--- src/rtl/conv_loop_sequencer.sv ---
// conv_loop_sequencer: convolution loop-nest step generator with stride, channel groups and same/valid padding
module conv_loop_sequencer #(
    parameter int FEATURE_MAP_WIDTH  = 64,
    parameter int FEATURE_MAP_HEIGHT = 64,
    parameter int INPUT_NB_CHANNELS  = 4,
    parameter int OUTPUT_NB_CHANNELS = 32,
    parameter int KERNEL_SIZE        = 3,
    parameter int STRIDE             = 1,
    parameter int OUT_CH_PAR         = 8,
    localparam int XW  = $clog2(FEATURE_MAP_WIDTH),
    localparam int YW  = $clog2(FEATURE_MAP_HEIGHT),
    localparam int OCW = (OUTPUT_NB_CHANNELS > 1) ? $clog2(OUTPUT_NB_CHANNELS) : 1,
    localparam int IW  = (INPUT_NB_CHANNELS > 1) ? $clog2(INPUT_NB_CHANNELS) : 1,
    localparam int KW  = (KERNEL_SIZE > 1) ? $clog2(KERNEL_SIZE) : 1
) (
    input  logic                  clk,
    input  logic                  rst_in,
    input  logic                  start,
    input  logic                  pad_mode,
    output logic                  running,
    output logic                  done,
    output logic                  step_valid,
    input  logic                  step_ready,
    output logic [XW-1:0]         out_x,
    output logic [YW-1:0]         out_y,
    output logic [OCW-1:0]        och_base,
    output logic [IW-1:0]         ich,
    output logic [KW-1:0]         kx,
    output logic [KW-1:0]         ky,
    output logic signed [XW+1:0]  in_x,
    output logic signed [YW+1:0]  in_y,
    output logic                  pad_flag,
    output logic                  first,
    output logic                  last
);
    localparam int W = FEATURE_MAP_WIDTH;
    localparam int H = FEATURE_MAP_HEIGHT;
    localparam int K = KERNEL_SIZE;
    localparam int S = STRIDE;
    localparam int PAD_SAME = (K - 1) / 2;
    localparam logic [1:0] S_IDLE = 2'd0, S_RUN = 2'd1, S_DONE = 2'd2;
    localparam logic [XW-1:0] OXM_SAME = XW'((W + S - 1) / S - 1), OXM_VALID = XW'((W - K) / S);
    localparam logic [YW-1:0] OYM_SAME = YW'((H + S - 1) / S - 1), OYM_VALID = YW'((H - K) / S);
    localparam logic [KW-1:0] KM = KW'(K - 1);
    localparam logic [IW-1:0] IM = IW'(INPUT_NB_CHANNELS - 1);
    localparam logic [OCW-1:0] OCM = OCW'(OUTPUT_NB_CHANNELS - OUT_CH_PAR);
    localparam logic [OCW-1:0] OCSTEP = OCW'(OUT_CH_PAR);

    logic [1:0] st_q, st_d;
    logic mode_q, mode_d, run_d, adv;
    logic c_i, c_kx, c_ky, c_o, c_x, c_y;
    logic [XW-1:0] ox_q, ox_d, oxm;
    logic [YW-1:0] oy_q, oy_d, oym;
    logic [OCW-1:0] och_q, och_d;
    logic [IW-1:0] ich_q, ich_d;
    logic [KW-1:0] kx_q, kx_d, ky_q, ky_d;
    logic running_q, done_q, valid_q, pf_q, pf_d, first_q, first_d, last_q, last_d;
    logic signed [XW+1:0] ix_q, ix_d;
    logic signed [YW+1:0] iy_q, iy_d;
    int pad, ix, iy;

    // Next counters follow the carry chain; derived fields are computed for the counters about to be presented
    always_comb begin
        mode_d = (st_q == S_IDLE && start) ? pad_mode : mode_q;
        oxm    = mode_q ? OXM_VALID : OXM_SAME;
        oym    = mode_q ? OYM_VALID : OYM_SAME;
        adv    = st_q == S_RUN && step_ready;
        c_i    = adv && ich_q == IM;
        c_kx   = c_i && kx_q == KM;
        c_ky   = c_kx && ky_q == KM;
        c_o    = c_ky && och_q == OCM;
        c_x    = c_o && ox_q == oxm;
        c_y    = c_x && oy_q == oym;
        st_d   = st_q == S_IDLE ? (start ? S_RUN : S_IDLE) :
                 st_q == S_RUN  ? (c_y ? S_DONE : S_RUN) : S_IDLE;
        run_d  = st_d == S_RUN;
        ich_d  = !run_d ? '0 : adv  ? (c_i  ? '0 : ich_q + 1'b1)  : ich_q;
        kx_d   = !run_d ? '0 : c_i  ? (c_kx ? '0 : kx_q + 1'b1)   : kx_q;
        ky_d   = !run_d ? '0 : c_kx ? (c_ky ? '0 : ky_q + 1'b1)   : ky_q;
        och_d  = !run_d ? '0 : c_ky ? (c_o  ? '0 : och_q + OCSTEP) : och_q;
        ox_d   = !run_d ? '0 : c_o  ? (c_x  ? '0 : ox_q + 1'b1)   : ox_q;
        oy_d   = !run_d ? '0 : c_x  ? (c_y  ? '0 : oy_q + 1'b1)   : oy_q;
        pad    = mode_d ? 0 : PAD_SAME;
        ix     = int'(ox_d) * S + int'(kx_d) - pad;
        iy     = int'(oy_d) * S + int'(ky_d) - pad;
        ix_d   = run_d ? (XW+2)'(ix) : '0;
        iy_d   = run_d ? (YW+2)'(iy) : '0;
        pf_d   = run_d && (ix < 0 || ix > W - 1 || iy < 0 || iy > H - 1);
        first_d = run_d && ky_d == '0 && kx_d == '0 && ich_d == '0;
        last_d  = run_d && ky_d == KM && kx_d == KM && ich_d == IM;
    end

    // State, counters and every output field are registered; reset wins over start
    always_ff @(posedge clk) begin
        if (rst_in) begin
            st_q      <= S_IDLE;
            mode_q    <= 1'b0;
            running_q <= 1'b0;
            done_q    <= 1'b0;
            valid_q   <= 1'b0;
            ox_q      <= '0;
            oy_q      <= '0;
            och_q     <= '0;
            ich_q     <= '0;
            kx_q      <= '0;
            ky_q      <= '0;
            ix_q      <= '0;
            iy_q      <= '0;
            pf_q      <= 1'b0;
            first_q   <= 1'b0;
            last_q    <= 1'b0;
        end else begin
            st_q      <= st_d;
            mode_q    <= mode_d;
            running_q <= run_d;
            done_q    <= st_d == S_DONE;
            valid_q   <= run_d;
            ox_q      <= ox_d;
            oy_q      <= oy_d;
            och_q     <= och_d;
            ich_q     <= ich_d;
            kx_q      <= kx_d;
            ky_q      <= ky_d;
            ix_q      <= ix_d;
            iy_q      <= iy_d;
            pf_q      <= pf_d;
            first_q   <= first_d;
            last_q    <= last_d;
        end
    end

    assign running    = running_q;
    assign done       = done_q;
    assign step_valid = valid_q;
    assign out_x      = ox_q;
    assign out_y      = oy_q;
    assign och_base   = och_q;
    assign ich        = ich_q;
    assign kx         = kx_q;
    assign ky         = ky_q;
    assign in_x       = ix_q;
    assign in_y       = iy_q;
    assign pad_flag   = pf_q;
    assign first      = first_q;
    assign last       = last_q;
endmodule
--- config.mk ---
export PLATFORM = sky130hd
export DESIGN_NAME = conv_loop_sequencer
export DESIGN_NICKNAME = d
export VERILOG_FILES = /design/src/rtl/conv_loop_sequencer.sv
export SDC_FILE = /design/constraint.sdc
export NUM_CORES = 1
export LEC_CHECK = 0
export CORE_MARGIN = 2
export CORE_UTILIZATION = 60
export CTS_CLUSTER_SIZE = 24
export DETAILED_ROUTE_END_ITERATION = 7
export DONT_BUFFER_PORTS = 1
export PLACE_DENSITY = 0.75
export RECOVER_POWER = 100
export SLEW_MARGIN = 30
export SYNTH_ARGS = -nofsm -noshare
export SYNTH_HDL_FRONTEND = slang
export SYNTH_SLANG_ARGS = --single-unit
export TNS_END_PERCENT = 100
--- constraint.sdc ---
create_clock -name clk -period 5.7 [get_ports clk]
set_clock_uncertainty 0.1 [all_clocks]
set_input_delay 1.14 -clock clk [delete_from_list [all_inputs] [get_ports clk]]
set_output_delay 1.14 -clock clk [all_outputs]
set_load 0.01 [all_outputs]
# Yosys cells after proc, flatten, opt, wreduce, memory -nomap -nowiden

Cells that the tools add are included.
W data, S select, Z words.

Flip-flop bits (word level): 47
Input port bits: 5
Output and inout bits: 45
Logic and storage cells: 88

Add/subtract/negate cells: 10
Order comparisons: 4
Eq/ne operators: 12
Muxes and demuxes: 23
Bitwise logic cells: 1
Reduce and logical (&&, ||, !) cells: 23

Operators with widths:

| cell                  | count |
|---|---|
| $mux W6               | 6 |
| $mux W2               | 13 |
| $gt A8 B7 Y1 const B  | 2 |
| $lt A8 B1 Y1 const B  | 2 |
| $sub A7 B1 Y8         | 2 |
| $logic_and A1 B1 Y1   | 15 |
| $add A6 B2 Y7         | 2 |
| $eq A2 B2 Y1 const B  | 7 |
| $add A6 B1 Y6 const B | 2 |
| $eq A6 B6 Y1          | 2 |
| $logic_not A2 Y1      | 4 |
| $add A2 B1 Y2 const B | 3 |
| $add A5 B4 Y5 const B | 1 |
| $eq A5 B5 Y1 const B  | 1 |
| $mux W5               | 1 |
| $eq A2 B1 Y1 const B  | 2 |
| $logic_or A1 B1 Y1    | 3 |
| $mux W1               | 3 |
| $reduce_or A2 Y1      | 1 |
| $not A1 Y1            | 1 |

# Longest topological paths before layout

Gate-level depths: netlist of the first run.

Depth after elaboration: 20
Depth in mapped cells: 18
Depth with buffers taken out: 17

# Worst setup path after synthesis of the first run

Ideal clock, no wire load.

Kind: input-to-reg
Start: in step_ready
End: reg pf_q (netlist: pad_flag)
Arrival time: 3.806 ns
Data required time: 5.463 ns
Setup slack: 1.657 ns
Cell stages on the path: 17
Cells stage by stage: and4b_1 -> nand4_2 -> or2_1 -> buf_6 -> o21a_4 -> nand2b_1 -> ha_1 -> inv_1 -> ha_1 -> inv_1 -> fa_1 -> nor2b_1 -> o21a_1 -> nor2_1 -> o21ai_0 -> xnor2_2 -> a41oi_1

Word-level cells in the longest chain between the ends: 19
Elaborated cells on any way between the ends: 35
Classes of those cells: 4 x add/sub; 4 x order compare; 1 x eq/ne; 15 x mux; 11 x reduce/logical

RTL lines:

| element                                             | line   | RTL |
|---|---|---|
| from (decl)                                         | 23     | `input logic step_ready,` |
| $logic_and A1 B1 Y1 (*)                             | 67     | `adv = st_q == S_RUN && step_ready;` |
| $logic_and A1 B1 Y1 (*)                             | 68     | `c_i = adv && ich_q == IM;` |
| $logic_and A1 B1 Y1                                 | 69     | `c_kx = c_i && kx_q == KM;` |
| $logic_and A1 B1 Y1                                 | 70     | `c_ky = c_kx && ky_q == KM;` |
| $logic_and A1 B1 Y1                                 | 71     | `c_o = c_ky && och_q == OCM;` |
| $logic_and A1 B1 Y1                                 | 72     | `c_x = c_o && ox_q == oxm;` |
| $logic_and A1 B1 Y1                                 | 73     | `c_y = c_x && oy_q == oym;` |
| $mux W2 (2 in a row)                                | 75     | `st_q == S_RUN ? (c_y ? S_DONE : S_RUN) : S_IDLE;` |
| $mux W2                                             | 74     | `st_d = st_q == S_IDLE ? (start ? S_RUN : S_IDLE) :` |
| $eq A2 B1 Y1                                        | 76     | `run_d = st_d == S_RUN;` |
| $mux W6 / $mux W2 (equally long branches)           | 81, 78 |  |
| $add A6 B2 Y7                                       | 84     | `ix = int'(ox_d) * S + int'(kx_d) - pad;` |
| $sub A7 B1 Y8                                       | 84     |  |
| $lt A8 B1 Y1 / $gt A8 B7 Y1 (equally long branches) | 88     | `pf_d = run_d && (ix < 0 \|\| ix > W - 1 \|\| iy < 0 \|\| iy > H - 1);` |
| $logic_or A1 B1 Y1 (3 in a row)                     | 88     |  |
| $logic_and A1 B1 Y1 (*)                             | 88     |  |
| to (signal assigned)                                | 126    | `pf_q <= pf_d;` |
| to (decl)                                           | 57     | `logic running_q, done_q, valid_q, pf_q, pf_d, first_q, first_d, last_q, last_d;` |

Mark *: on every way between the ends. The rest lies on a longest branch, timed or not.
A chain may end at the register's enable or synchronous reset.

# Worst setup path in the final report of the first run

Ends and elaborated chain as after synthesis.

==> flow_summary_export.csv, run 1 <==
group,metric,value,unit
run_status,status,"finished, final reports clean",
sta,fin_crit_sh,81.7,%
clocking,clk_latency,300,ps
synthesis,yosysTopAreaCell,"dfxtp_1",
pwr,p_leak,1.19,nW
finish,multi_input_area,1420,um^2
worst_setup_path,end_kind,"register",
pwr,p_sw,0.000145,W
synthesis,yosys-top-cells-area,"dfxtp_1 (36%), ha_1 (12%), nor2_1 (5.9%)",
pwr,seq_power_share,54.1,%
global_routing,track_usage,22.6,%
finish,nets,320,
routing,avgViaCountPerCell,5.48,
place,port-buffer-count,0,
worst_setup_path,crit_start,"step_ready",
finish,syn_to_final_growth,3.65,%
hold_path,hold_path.class,"reg -> reg",
finish,fillers,359,
synthesis,synth_area,2470,um^2
clocking,numClockSinks,44,
synthesis,synth.most_common_cell,"dfxtp_1",
routing,wl,4830,um
synthesis,async_flop_share,0,%
routing,detail-route-antenna-nets,0,
pwr,internal-power,0.000467,W
global_routing,grt_pass1_wl,7970,um
sta,tns,0,ps
sta,slew_violations,0,
clocking,cts-htree-levels,2,
finish,drive_above_1_share,5.52,%
global_routing,grt_max_degree,32,
die,fp.dieH,68.2,um
routing,drtPass1Iterations,4,
sta,hold_viol,0,
place,gp_congestion,0.862,
die,die_area,4650,um^2
synthesis,yosysUniqueCellTypes,50,
pwr,power_frac_comb,7.3,%
synthesis,synth-edff-count,0,
clocking,clk_pin_slew,90,ps
die,start_util,62.2,%
global_routing,use_met2,36.8,%
place,dp_cells,332,
finish,regArea,881,um^2
worst_setup_path,r2r-start,"ich[0]",
synthesis,yosys-top-cells-count,"dfxtp_1 (44), nor2_1 (39), nand2_1 (26)",
worst_setup_path,cp_data_required_time,5720,ps
worst_setup_path,crit_arrival,4680,ps
worst_setup_path,path_max_fanout,13,
global_routing,met3_usage,5.59,%
die,coreArea,3970,um^2
clocking,ctsHoldBuffers,0,
synthesis,yosysSeqAreaShare,35.7,%
hold_path,min_from,"out_x[5]",
sta,max_freq,215,MHz
pwr,ir_drop,0.000179,V
finish,diodes,0,
clocking,postCtsSetupBuffers,0,
pwr,clkPwrFrac,38.6,%
sta,rsz0062_at_grt,"false",
synthesis,synth_top_area_share,35.7,%
worst_setup_path,start_kind,"input pin",
synthesis,synth_cells,289,
synthesis,avgSynthCellArea,8.55,um^2
global_routing,grt_use_met1,28.9,%
pwr,power_per_cell_area,239,nW/um^2
routing,vias,1864,
clocking,cts_made_buffers,5,
die,fp.dieW,68.2,um
global_routing,top_usage_layer,"met2",
routing,drc,0,
worst_setup_path,path_class,"in -> reg",
finish,final_cells,340,
sta,fin_crit,4660,ps
job,drv_cap,0,
sta,tightestPinTransition,1160,ps
sta,setup_viol,0,
die,rows,23,
clocking,cts_buffer_depth,2,
pwr,swShare,23.7,%
synthesis,yosys_warnings,0,
routing,wl_per_cell,14.2,um
routing,drt_iter0_drc,73,
synthesis,ys.flop_type,"dfxtp_1",
global_routing,grt_remaining_overflow,0,
die,ios,50,
global_routing,antenna_found_initial,0,
clocking,ctsResizeCount,0,
sta,slew_headroom,23.0,%
clocking,cts_tree,"yes",
clocking,root_buffer,"clkbuf_8",
global_routing,grt_pass1_vias,1801,
synthesis,synth_seq_cells,44,
place,hpwlAfterDp,3610,um
cell usage in the layout (no fill, tap or decap), types with 4 or more instances in the layout:
master,instances
inv_1,25
a21o_1,4
xnor2_1,7
nand2_1,26
dfxtp_1,44
clkbuf_8,5
nor2_1,39
and2_1,5
nand2b_1,5
a21oi_1,16
nor3_1,9
o21ai_0,12
ha_1,24
xor2_1,6
nand3_1,7
routing by layer:
layer	wire length [um]	share of wire, %	vias to the layer above
met5	0	0	-
met4	59	1.2	0
met3	348	7.2	6
met2	2140	44	58
met1	2280	47	840
li1	-	-	960
state kept, by name, indices dropped and copies added, names as in the netlist:
register	count
och_base	2
kx	2
mode_q	1
done	1
pad_flag	1
in_y	8
out_x	6
ich	2
step_valid	1
first	1
last	1
ky	2
in_x	8
st_q	2
out_y	6
cells by family (layout without fill, tap and decap cells):
logic type               Yosys count  after routing  synth area share (%)
multiplexers                       4              4                  1.67
flip-flops                        44             44                  35.7
buffers and inverters             34             33                  6.69
other                              1              3                 0.152
AO/OA/AOI/OAI                     45             45                  11.2
adder cells (fa/ha/maj)           26             26                  13.8
AND/OR/NAND/NOR                  121            121                  25.6
XOR/XNOR                          14             14                  5.27
final timing paths:
check	to	slack, ps	cells after the start
setup / recovery	pad_flag	1040	16
hold / removal	out_x[5]	470	2
setup reg to reg	pad_flag	1140	17
hold reg to reg	out_x[5]	470	2
critical path, stage by stage:
cell and delay, ps:
and4b_1 240, nand4_1 480, or2_0 530, o21a_1 360, nand2b_1 130, ha_1 220, inv_1 60, ha_1 160
inv_1 60, fa_1 370, nor2b_1 180, o21a_1 130, nor2_1 50, o21ai_0 270, xnor2_2 170, a41oi_1 120
power by group through the flow:
stage / logic (W) / registers [W] / clock network (W)
after global placement: 0.0000452 / 0.000339 / 0
after global routing: 0.0000517 / 0.000334 / 0.000250
after floorplan: 0.0000413 / 0.000337 / 0
final: 0.0000448 / 0.000331 / 0.000237
after CTS: 0.0000462 / 0.000332 / 0.000239
after detailed placement: 0.0000459 / 0.000339 / 0
through the flow:
| stage | cell area [um^2] | setup WS, ps | hold WS, ps | total power (W) | utilization, % |
|---|---|---|---|---|---|
| floorplan | 2480 | 1660 | 421 | 0.000378 | - |
| global placement | 2470 | 1230 | 458 | 0.000384 | 62.2 |
| detailed placement | 2470 | 1120 | 463 | 0.000385 | 62.2 |
| CTS | 2580 | 1420 | 475 | 0.000617 | 64.9 |
| global route | 2560 | 756 | 511 | 0.000636 | 64.5 |
| finish | 2560 | 1040 | 473 | 0.000613 | 64.5 |
final cells by class:
cell class / count / area share (%)
tap: 50 / 2.44
clock inverter: 2 / 1.37
clock buffer: 6 / 2.83
multi-input combinational: 213 / 55.3
inverter: 25 / 3.67
sequential: 44 / 34.4
(Power assumes the default switching activity.)
==> run 2: changes to the inputs <==
- CORE_UTILIZATION: 60 -> 57
- PLACE_DENSITY: 0.75 -> 0.74
- clock period: 5.7 -> 4 ns (I/O delays scaled with it)
==> run 2 against run 1 <==
Total power increased by 34%. Cell count is 1.8% higher. Critical path depth fell by 1. Critical endpoint unchanged. Register-to-register slack lost 850 ps. Worst setup slack worse by 760 ps. Sequential power is 43% higher. First-iteration DRC count rose by 5.5%. Routed wire length is 0.85% lower. Sequential share of layout area decreased by 0.38 points.
==> flow_summary_export.csv, run 2 (synthesized netlist as in run 1, its figures left out) <==
group,metric,value,unit
finish,nets,326,
worst_setup_path,crit_arrival,3830,ps
global_routing,grt_pass1_vias,1714,
routing,drtPass1Iterations,4,
sta,rsz0062_at_grt,"false",
sta,fin_crit_sh,92.9,%
sta,fin_ws,286,ps
sta,setup_viol,0,
die,die_area,4880,um^2
sta,holdWs,466,ps
die,start_util,60.4,%
clocking,postCtsSetupBuffers,0,
hold_path,min_from,"rst_in",
place,placed_area,2510,um^2
sta,fin_crit,3710,ps
hold_path,hold_path.class,"in -> reg",
routing,wl_per_cell,13.8,um
clocking,cts_made_buffers,5,
job,drv_cap,0,
worst_setup_path,end_kind,"register",
finish,fillers,350,
worst_setup_path,cp_data_required_time,4110,ps
finish,syn_to_final_growth,4.96,%
routing,drt_iter0_drc,77,
clocking,root_buffer,"clkbuf_8",
global_routing,antenna_found_initial,0,
finish,final_common_cell,"dfxtp_1",
finish,diodes,0,
pwr,p_leak,1.20,nW
clocking,numClockSinks,44,
worst_setup_path,path_class,"reg -> reg",
sta,slew_violations,0,
global_routing,grt_max_degree,32,
clocking,cts_buffer_depth,2,
finish,layout_common_cells,"dfxtp_1 (43), nor2_1 (39), nand2_1 (26)",
worst_setup_path,r2r-start,"ich[1]",
die,coreArea,4090,um^2
global_routing,track_usage,20.5,%
run_status,status,"finished, final reports clean",
routing,vias,1873,
place,dp_slack,169,ps
die,ios,50,
sta,tightestPinTransition,623,ps
clocking,clk_pin_slew,90,ps
clocking,clk_latency,300,ps
sta,tns,0,ps
worst_setup_path,path_max_fanout,11,
finish,drive_above_1_share,7.77,%
clocking,cts_tree,"yes",
pwr,ir_drop,0.000161,V
global_routing,grt_remaining_overflow,0,
sta,max_freq,269,MHz
routing,drc,0,
routing,detail-route-antenna-nets,0,
place,dp_cells,338,
place,hpwlAfterDp,3650,um
worst_setup_path,start_kind,"register",
routing,avgViaCountPerCell,5.41,
die,fp.dieH,69.8,um
clocking,cts-htree-levels,2,
worst_setup_path,crit_start,"ich[1]",
sta,hold_viol,0,
finish,fin_area,2590,um^2
place,gp_congestion,0.898,
die,rows,23,
global_routing,grt_pass1_wl,8150,um
place,port-buffer-count,0,
die,fp.dieW,69.8,um
pwr,power_per_cell_area,316,nW/um^2
finish,final_cells,346,
sta,slew_headroom,58.0,%
routing,wl,4790,um
==> run 2: cell count changes in the layout (fill, tap and decap cells not counted), sizes merged <==
cell	before	now
clkinvlp	0	2
buf	0	2
bufinv	1	0
clkbuf	6	9
==> run 2: stage by stage <==
stage               utilization (%)  power, W
detailed placement             61.5  0.000552
finish                         63.4  0.000820
CTS                            63.8  0.000828
global placement               61.5  0.000550
floorplan                         -  0.000539
global route                   63.4  0.000862
==> run 2: worst max-delay path, stage by stage, from the launching register on <==
cell and delay [ps]:
dfxtp_1 420, ha_1 230, and4b_1 290, nand4_2 140
clkbuf_1 290, o21ai_0 270, nand2_1 90, ha_1 330
inv_1 50, ha_1 280, a21o_1 180, a21oi_1 210
o21bai_1 100, a21oi_1 210, o21ai_0 190, a41oi_1 240
==> run 2: repair_timing <==
action | in CTS | in global routing
endpoints found under the setup margin | 0 | 1
resized for setup | 0 | 1
hold buffers | 0 | 0
==> run 2: power by group <==
group	internal, W	switching, W
clock	0.000124	0.000157
combinational	0.0000271	0.0000401
sequential	0.000456	0.0000169
total	0.000606	0.000213
==> run 2: final timing paths <==
kind | to | depth (start not counted) | slack, ps
max reg2reg | pad_flag | 15 | 290
min | out_y[2] | 1 | 470
max | pad_flag | 15 | 290
min reg2reg | och_base[3] | 2 | 490
==> run 2: cell type report <==
| cell class | count | area, um^2 | area share (%) |
|---|---|---|---|
| inverter | 25 | 93.8 | 3.62 |
| clock inverter | 3 | 23.8 | 0.917 |
| clock buffer | 5 | 68.8 | 2.65 |
| tap | 50 | 62.6 | 2.41 |
| timing repair buffer | 6 | 30.0 | 1.16 |
| sequential | 44 | 882 | 34.0 |
| multi-input combinational | 213 | 1430 | 55.2 |
==> run 2: routing by layer <==
layer | up-vias | part of all wire [%] | global-route usage, %
li1 | 974 | - | -
met1 | 834 | 50 | 27.3
met2 | 57 | 43 | 32.5
met3 | 8 | 5.9 | 6.25
met4 | 0 | 1.2 | 5.56
met5 | - | 0 | 0
